--- config.mk ---
export PLATFORM = sky130hd
export DESIGN_NAME = load_unit
export DESIGN_NICKNAME = d
export VERILOG_FILES = /design/src/rtl/load_pkg.sv /design/src/rtl/load_extract.sv /design/src/rtl/load_unit.sv
export SDC_FILE = /design/constraint.sdc
export NUM_CORES = 1
export LEC_CHECK = 0
export CORE_AREA = 2 2 93 95
export DETAILED_ROUTE_END_ITERATION = 10
export DIE_AREA = 0 0 95 97
export GPL_TIMING_DRIVEN = 1
export PLACE_DENSITY = 0.95
export REMOVE_ABC_BUFFERS = 1
export SYNTH_ARGS = -nofsm -noshare
export SYNTH_HDL_FRONTEND = slang
export SYNTH_SLANG_ARGS = --single-unit
--- constraint.sdc ---
create_clock -name clk -period 2.5 [get_ports clk]
set_input_delay 0.5 -clock clk [delete_from_list [all_inputs] [get_ports clk]]
set_output_delay 0.5 -clock clk [all_outputs]
set_load 0.02 [all_outputs]
--- src/rtl/load_pkg.sv ---
// Shared encodings for the load unit: funct3 load types, FSM states, fault codes
// and the fault decode applied when a request is accepted.
package load_pkg;

  localparam logic [2:0] F3_LB  = 3'b000;
  localparam logic [2:0] F3_LH  = 3'b001;
  localparam logic [2:0] F3_LW  = 3'b010;
  localparam logic [2:0] F3_LBU = 3'b100;
  localparam logic [2:0] F3_LHU = 3'b101;

  localparam logic [1:0] FLT_OK       = 2'b00;
  localparam logic [1:0] FLT_MISALIGN = 2'b01;
  localparam logic [1:0] FLT_ILLEGAL  = 2'b10;
  localparam logic [1:0] FLT_TIMEOUT  = 2'b11;

  typedef enum logic [2:0] {
    S_IDLE,
    S_REQ,
    S_WAIT,
    S_DONE,
    S_ERR
  } state_t;

  // Unknown funct3 wins over alignment because it is decoded first.
  function automatic logic [1:0] decode_fault(input logic [2:0] f3, input logic [1:0] off);
    case (f3)
      F3_LB, F3_LBU: return FLT_OK;
      F3_LH, F3_LHU: return off[0] ? FLT_MISALIGN : FLT_OK;
      F3_LW:         return (off != 2'b00) ? FLT_MISALIGN : FLT_OK;
      default:       return FLT_ILLEGAL;
    endcase
  endfunction

endpackage

--- src/rtl/load_extract.sv ---
// Selects the addressed byte/half/word from a little-endian memory word and
// sign- or zero-extends it according to the load type.
module load_extract
  import load_pkg::*;
(
  input  logic [31:0] word,
  input  logic [1:0]  off,
  input  logic [2:0]  funct3,
  output logic [31:0] result
);

  logic [7:0]  byte_sel;
  logic [15:0] half_sel;

  always_comb begin
    byte_sel = word[{off, 3'b000} +: 8];
    half_sel = word[{off[1], 4'b0000} +: 16];
    case (funct3)
      F3_LB:   result = {{24{byte_sel[7]}}, byte_sel};
      F3_LBU:  result = {24'h000000, byte_sel};
      F3_LH:   result = {{16{half_sel[15]}}, half_sel};
      F3_LHU:  result = {16'h0000, half_sel};
      default: result = word;
    endcase
  end

endmodule

--- src/rtl/load_unit.sv ---
// Multi-cycle memory read engine: issues a word-aligned read, waits for the
// response with a timeout, and holds the extended result for write-back.
module load_unit
  import load_pkg::*;
#(
  parameter int TIMEOUT = 255
) (
  input  logic        clk,
  input  logic        rst,
  input  logic        start,
  input  logic [31:0] addr,
  input  logic [2:0]  funct3,
  output logic        busy,
  output logic        done,
  output logic [1:0]  fault,
  output logic [31:0] rd_data,
  output logic        mem_req,
  output logic [31:0] mem_addr,
  input  logic        mem_gnt,
  input  logic        mem_rvalid,
  input  logic [31:0] mem_rdata
);

  localparam logic [7:0] TO_LAST = 8'(TIMEOUT - 1);

  state_t      state;
  logic [1:0]  off_q;
  logic [2:0]  f3_q;
  logic [7:0]  cnt;
  logic [31:0] ext_data;
  logic [1:0]  start_fault;

  assign start_fault = decode_fault(funct3, addr[1:0]);

  load_extract u_extract (
    .word   (mem_rdata),
    .off    (off_q),
    .funct3 (f3_q),
    .result (ext_data)
  );

  // done/fault are set on the transition into DONE/ERR so they are visible
  // for exactly the one cycle spent there.
  always_ff @(posedge clk) begin
    if (!rst) begin
      state    <= S_IDLE;
      busy     <= 1'b0;
      done     <= 1'b0;
      fault    <= FLT_OK;
      rd_data  <= '0;
      mem_req  <= 1'b0;
      mem_addr <= '0;
      cnt      <= '0;
      off_q    <= '0;
      f3_q     <= '0;
    end else begin
      done  <= 1'b0;
      fault <= FLT_OK;
      case (state)
        S_IDLE: begin
          if (start) begin
            off_q    <= addr[1:0];
            f3_q     <= funct3;
            mem_addr <= {addr[31:2], 2'b00};
            busy     <= 1'b1;
            if (start_fault != FLT_OK) begin
              state <= S_ERR;
              done  <= 1'b1;
              fault <= start_fault;
            end else begin
              state   <= S_REQ;
              mem_req <= 1'b1;
            end
          end
        end
        S_REQ: begin
          if (mem_gnt) begin
            mem_req <= 1'b0;
            if (mem_rvalid) begin
              rd_data <= ext_data;
              done    <= 1'b1;
              state   <= S_DONE;
            end else begin
              cnt   <= '0;
              state <= S_WAIT;
            end
          end
        end
        S_WAIT: begin
          if (mem_rvalid) begin
            rd_data <= ext_data;
            done    <= 1'b1;
            state   <= S_DONE;
          end else if (cnt == TO_LAST) begin
            done  <= 1'b1;
            fault <= FLT_TIMEOUT;
            state <= S_ERR;
          end else begin
            cnt <= cnt + 8'd1;
          end
        end
        S_DONE, S_ERR: begin
          busy  <= 1'b0;
          state <= S_IDLE;
        end
        default: begin
          busy    <= 1'b0;
          mem_req <= 1'b0;
          state   <= S_IDLE;
        end
      endcase
    end
  end

endmodule
==> results.sh, run 1 <==
export IMPL_fin_nets=687
export IMPL_grt_overflow=0
export IMPL_cp_max_fo=6
export IMPL_setup_viol=0
export IMPL_grt_start_max_net_pins=46
export IMPL_cts_root_buffer="clkbuf_8"
export IMPL_max_clock_freq_mhz=509
export IMPL_mappedNetlistArea_um2=3940
export IMPL_routed_wirelength_mm=11.5
export IMPL_dieArea_um2=9220
export IMPL_htree_levels=3
export IMPL_area_growth_pct=41.7
export IMPL_critical_path_startpoint_type="input port"
export IMPL_cts_buffers=9
export IMPL_synth_top_area_share_pct=42.2
export IMPL_cts_setup_buffers=0
export IMPL_yosysWarnings=0
export IMPL_synth_seq_cells=83
export IMPL_place_inst=707
export IMPL_start_util_pct=48.4
export IMPL_via_per_inst=5.56
export IMPL_skew_ns=0.0123
export IMPL_vias=4016
export IMPL_dpl_hpwl_mm=8.41
export IMPL_die_width_um=95
export IMPL_hold_path_class="flip-flop to flip-flop"
export IMPL_powerDensity_nw_per_um2=552
export IMPL_period_share_pct=78.5
export IMPL_cp_arrival_ns=2.17
export IMPL_wl_per_cell_um=16.0
export IMPL_io_pins=141
export IMPL_busiest_layer="met2"
export IMPL_cp_required_ns=2.70
export IMPL_ys_types=54
export IMPL_final_fill_count=603
export IMPL_gp_congestion=0.846
export IMPL_ys_flop_type="dfxtp_1"
export IMPL_min_period_ns=1.96
export IMPL_portBuffers=138
export IMPL_drive_gt1_share_pct=7.62
export IMPL_clock_sinks=83
export IMPL_grt_use_met2_pct=43.4
export IMPL_synthArstFlopShare_pct=0
export IMPL_synth_area_per_cell_um2=8.07
export IMPL_whs_ns=0.466
export IMPL_synth_edf_count=0
export IMPL_antennaDiodeCount=0
export IMPL_die_height_um=97
export IMPL_final_cells=722
export IMPL_crit_type="input port to flip-flop"
export IMPL_drc=0
export IMPL_holdBufCountCts=0
export IMPL_grt_util_met1_pct=29.7
export IMPL_clock_path_buffers=2
export IMPL_rows=33
export IMPL_ys_seq_area_share_pct=42.2
export IMPL_utilization_pct=68.6
export IMPL_worstSkewPairLatency_ns=0.35
export IMPL_endpoint_kind="flip-flop"
export IMPL_ant_nets=0
export IMPL_syn_inst=488
export IMPL_slew_headroom_pct=61.6
export IMPL_yosysTopAreaCell="dfxtp_1"
export IMPL_antenna_found_initial=0
export IMPL_use_met3_pct=3.27
export IMPL_cts_resized=0
export IMPL_gr_usage_all_layers_pct=25.0
export IMPL_max_slew_worst_pin_slew_ns=0.572
export IMPL_dr_first_iter_drc_count=282
export IMPL_synthTopCellsByArea="dfxtp_1, nand2_1, a21boi_0"
export IMPL_clkTransAtPathRegs_ns=0.09
export IMPL_finalHoldViolations=0
export IMPL_slew_violations=0
export IMPL_ir_worst_vdd_mv=0.275
export IMPL_cap_violations=0
export IMPL_grt_pass1_vias=3892
export IMPL_grt_setup_unrepaired="false"
export IMPL_cts_tree="done"
export IMPL_outcome="finished, final reports clean"
export IMPL_cellLeakagePower_nw=2.21
export IMPL_dr_pass1_iters=5
export IMPL_core_area_um2=8130
export IMPL_grt_pass1_wl_mm=18.4
## per-layer routing
layer	wire, um	vias to the layer above
li1	-	1922
met1	4620	1883
met2	5900	171
met3	614	40
met4	415	0
met5	0	-
## path summary, 6_finish.rpt
check,start,end,slack [ns],cells past startpoint
worst max-delay path,mem_rvalid,cnt[7],0.54,6
worst min-delay path,mem_addr[20],mem_addr[20],0.47,2
worst max register to register,state[1],cnt[7],0.60,5
worst min register to register,mem_addr[20],mem_addr[20],0.47,2
## cell usage in the layout, fill, tap and decap left out, drive strengths merged, types with 5 or more instances in the layout
| cell type | n |
|---|---|
| inv | 5 |
| a21oi | 22 |
| a21o | 16 |
| o22a | 5 |
| mux2i | 6 |
| a31oi | 5 |
| xnor2 | 5 |
| nor2 | 25 |
| nor2b | 6 |
| clkdlybuf4s50 | 137 |
| o21ai | 19 |
| mux2 | 9 |
| nand3b | 8 |
| clkbuf | 10 |
| dfxtp | 83 |
| nand3 | 17 |
| o211ai | 8 |
| nor3 | 10 |
| nand2 | 124 |
| nor3b | 6 |
| buf | 14 |
| a21boi | 37 |
## area by class of cell
cell class              instances  area (um^2)  share of cell area, %
clock buffers                  10          138                   2.47
well taps                     105          131                   2.36
inverters                       4         15.0                  0.269
flip-flops and latches         83         1660                   29.8
multi-input cells             364         2110                   37.8
clock inverters                 5         38.8                  0.695
repair buffers                151         1490                   26.6
## flip-flops by register name, indices dropped and copies added (netlist names)
register / cells
fault: 2
busy: 1
off_q: 2
mem_addr: 30
rd_data: 32
f3_q: 3
done: 1
cnt: 8
mem_req: 1
state: 3
## logic make-up (layout without fill, tap and decap cells)
logic type / Yosys count / after routing / synth area share (%)
other: 1 / 2 / 0.0952
adders and majority gates: 2 / 2 / 0.635
buffers and inverters: 42 / 170 / 4.61
DFF: 83 / 83 / 42.2
and+or+nand+nor: 214 / 214 / 25.0
AOI/OAI and AO/OA: 124 / 124 / 21.5
muxes: 16 / 16 / 4.67
xor gates and xnor gates: 6 / 6 / 1.33
## cells in the mapped netlist, types with 5 or more instances
master / instances
a31oi_1: 5
nor2b_1: 6
mux2i_1: 6
nand2_1: 124
nor3b_1: 6
a21boi_0: 36
a21oi_1: 21
clkbuf_1: 25
dfxtp_1: 83
o21ai_0: 18
buf_2: 7
nand3_1: 17
o211ai_1: 8
nand3b_1: 8
a21o_1: 16
nor2_1: 25
nor3_1: 8
o22a_1: 5
mux2_2: 9
xnor2_1: 5
## critical path, stage by stage
cell and delay, ns:
clkdlybuf4s50_1 0.48, or2_1 0.32, a2111o_1 0.45, nor3_1 0.20, xnor2_1 0.15, nor2_1 0.07
## report_power, final
part,switching [mW],internal (mW),total (mW)
clock network,0.483,0.386,0.868
logic,0.390,0.360,0.751
registers,0.0542,1.40,1.46
## per-stage QoR
step	cell area [um^2]	TNS, ns	power [mW]	setup slack [ns]
CTS	5580	0	3.08	0.553
global route	5580	0	3.20	0.402
floorplan	3770	-14.77	1.84	-0.535
detailed placement	5400	0	2.23	0.193
finish	5580	0	3.08	0.537
global placement	5400	0	2.20	0.272
(Power assumes the default switching activity.)
==> run 2: changes to the inputs <==
--- a/config.mk
+++ b/config.mk
@@ -5,11 +5,11 @@
 export SDC_FILE = /design/constraint.sdc
 export NUM_CORES = 1
 export LEC_CHECK = 0
-export CORE_AREA = 2 2 93 95
+export CORE_AREA = 2 2 97 99
 export DETAILED_ROUTE_END_ITERATION = 10
-export DIE_AREA = 0 0 95 97
+export DIE_AREA = 0 0 99 101
 export GPL_TIMING_DRIVEN = 1
-export PLACE_DENSITY = 0.95
+export PLACE_DENSITY = 0.89
 export REMOVE_ABC_BUFFERS = 1
 export SYNTH_ARGS = -nofsm -noshare
 export SYNTH_HDL_FRONTEND = slang
==> constraint.sdc (replaced) <==
create_clock -name clk -period 1.9 [get_ports clk]
set_input_delay 0.38 -clock clk [delete_from_list [all_inputs] [get_ports clk]]
set_output_delay 0.38 -clock clk [all_outputs]
set_load 0.02 [all_outputs]
==> run 2 against run 1 <==
Sequential power is 32% higher. Global-route usage shrank 2.4 points. First-iteration DRC count decreased by 27%. Critical path depth rose by 1. Largest cell class unchanged. Highest routed layer unchanged. Clock power rose by 35%. Clock-buffer cell count down 1.
==> results.sh, run 2 (synthesis gave the netlist of run 1 again) <==
export IMPL_crit_top_cell="nor3_1"
export IMPL_io_pins=141
export IMPL_hold_depth=2
export IMPL_outcome="finished, final reports clean"
export IMPL_ant_nets=0
export IMPL_critPathSlowestCell="mux4_2"
export IMPL_min_from="mem_addr[2]"
export IMPL_grt_overflow=0
export IMPL_top_register="rd_data"
export IMPL_crit_type="input port to flip-flop"
export IMPL_cts_buffers=9
export IMPL_period_share_pct=92.8
export IMPL_antennaDiodeCount=0
export IMPL_gr_usage_all_layers_pct=22.6
export IMPL_final_cell_mix="clkdlybuf4s50_1, nand2_1, dfxtp_1"
export IMPL_multi_input_area_um2=2120
export IMPL_slew_violations=0
export IMPL_path_buf_inv=2
export IMPL_hold_path_class="flip-flop to flip-flop"
export IMPL_holdBufCountCts=0
export IMPL_via_per_inst=5.30
export IMPL_grt_pass1_wl_mm=18.5
export IMPL_skew_ns=0.00944
export IMPL_start_util_pct=43.9
export IMPL_die_width_um=99
export IMPL_worstSkewPairLatency_ns=0.35
export IMPL_dr_first_iter_drc_count=206
export IMPL_register_area_um2=1660
export IMPL_cp_top_family="buffers and inverters"
export IMPL_endpoint_kind="flip-flop"
export IMPL_cp_required_ns=2.14
export IMPL_routed_wirelength_mm=11.3
export IMPL_cellLeakagePower_nw=2.34
export IMPL_die_height_um=101
export IMPL_pwr_share_comb_pct=25.3
export IMPL_intPower_mw=2.86
export IMPL_slowest_delay_ns=0.50
export IMPL_rr_worst_depth=5
export IMPL_switching_share_pct=30.8
export IMPL_worst_r2r_endpoint="cnt[7]"
export IMPL_critical_path_startpoint_type="input port"
export IMPL_clock_sinks=83
export IMPL_powerDensity_nw_per_um2=713
export IMPL_largest_registers="rd_data x32, mem_addr x30, cnt x8"
export IMPL_total_power_mw=4.13
export IMPL_portBuffers=138
export IMPL_setup_viol=0
export IMPL_cp_arrival_ns=2.01
export IMPL_htree_levels=3
export IMPL_p_clk_share_pct=28.4
export IMPL_final_common_cell="clkdlybuf4s50_1"
export IMPL_regToRegSetupSlack_ns=0.15
export IMPL_setup_ws_ns=0.136
export IMPL_fin_nets=707
export IMPL_core_area_um2=8980
export IMPL_dpl_hpwl_mm=8.11
export IMPL_area_growth_pct=47.2
export IMPL_cts_resized=0
export IMPL_drc=0
export IMPL_clock_path_buffers=2
export IMPL_vias=3968
export IMPL_largest_reg_flops=32
export IMPL_drive_gt1_share_pct=10.8
export IMPL_rr_startpoint="state[1]"
export IMPL_ir_worst_vdd_mv=0.428
export IMPL_wl_per_cell_um=15.0
export IMPL_grt_pass1_vias=4080
export IMPL_cts_root_buffer="clkbuf_8"
export IMPL_final_fill_count=724
export IMPL_cts_setup_buffers=0
export IMPL_min_period_ns=1.76
export IMPL_place_ws_ns=-0.330
export IMPL_dieArea_um2=10000
export IMPL_cap_violations=0
export IMPL_grt_setup_unrepaired="false"
export IMPL_grt_start_max_net_pins=72
export IMPL_whs_ns=0.472
export IMPL_holdPathEnd="mem_addr[2]"
export IMPL_cts_tree="done"
export IMPL_cp_max_fo=4
export IMPL_rows=35
export IMPL_max_clock_freq_mhz=567
export IMPL_clkTransAtPathRegs_ns=0.09
export IMPL_pwr_share_seq_pct=46.4
export IMPL_p_sw_mw=1.27
export IMPL_dr_pass1_iters=5
export IMPL_antenna_found_initial=0
export IMPL_worstPathCellList="clkdlybuf4s50_1 > mux4_2 > nand2b_1 > buf_4 > nor3_1 > nor3_1 > nor2_1"
export IMPL_finalHoldViolations=0
export IMPL_gp_congestion=0.851
run 2: cell count changes in the layout (fill, tap and decap cells not counted), sizes merged:
cell | previous run | this run
buf | 14 | 34
clkbuf | 10 | 9
clkinv | 0 | 4
clkinvlp | 4 | 0
inv | 5 | 7
run 2: worst register-to-register path, delay by kind of cell, from the launching register on:
| kind | cells | cell delay [ns] |
|---|---|---|
| compound gates | 1 | 0.49 |
| simple gates | 3 | 0.59 |
| xor+xnor | 1 | 0.16 |
| flops | 1 | 0.41 |
run 2: worst max-delay path by stage:
| stage | from | endpoint | slack, ns | cells past startpoint |
|---|---|---|---|---|
| floorplan | state[1] | mem_req | -1.09 | 4 |
| global placement | mem_gnt | rd_data[18] | -0.28 | 6 |
| detailed placement | mem_gnt | rd_data[31] | -0.33 | 6 |
| CTS | mem_gnt | rd_data[31] | 0.02 | 6 |
| global route | state[1] | cnt[1] | 0.05 | 5 |
| finish | mem_rdata[15] | rd_data[15] | 0.14 | 7 |
run 2: metal layers:
metal  vias up  global-route usage, %  routed length, um
met1      1858                   26.1               4660
met3        29                   4.99                627
met2       130                   40.2               5670
met4         0                   9.38                302
li1       1951                      -                  -
met5         -                      0                  0
run 2: cell type report:
cell class,instances,share of cell area (%)
Clock buffer,9,2.14
Clock inverter,7,0.864
Inverter,4,0.259
Multi-Input combinational cell,364,36.5
Sequential cell,83,28.7
Tap cell,111,2.40
Timing Repair Buffer,171,29.1
run 2: power groups by stage:
stage / clock, mW / combinational (mW) / sequential, mW
3_5_place_dp: 0 / 1.04 / 1.96
6_report: 1.17 / 1.04 / 1.92
2_1_floorplan: 0 / 0.340 / 2.08
3_3_place_gp: 0 / 1.01 / 1.95
5_1_grt: 1.28 / 1.13 / 1.93
4_1_cts: 1.18 / 1.04 / 1.92
run 2: metrics by stage:
stage / TNS [ns] / std cells / instance area [um^2] / utilization [%]
6_report: 0 / 749 / 5790 / 64.5
4_1_cts: 0 / 749 / 5780 / 64.4
3_3_place_gp: -6.00 / 733 / 5610 / 62.4
2_1_floorplan: -43.23 / 451 / 3770 / -
3_5_place_dp: -7.82 / 733 / 5610 / 62.4
5_1_grt: 0 / 749 / 5790 / 64.5
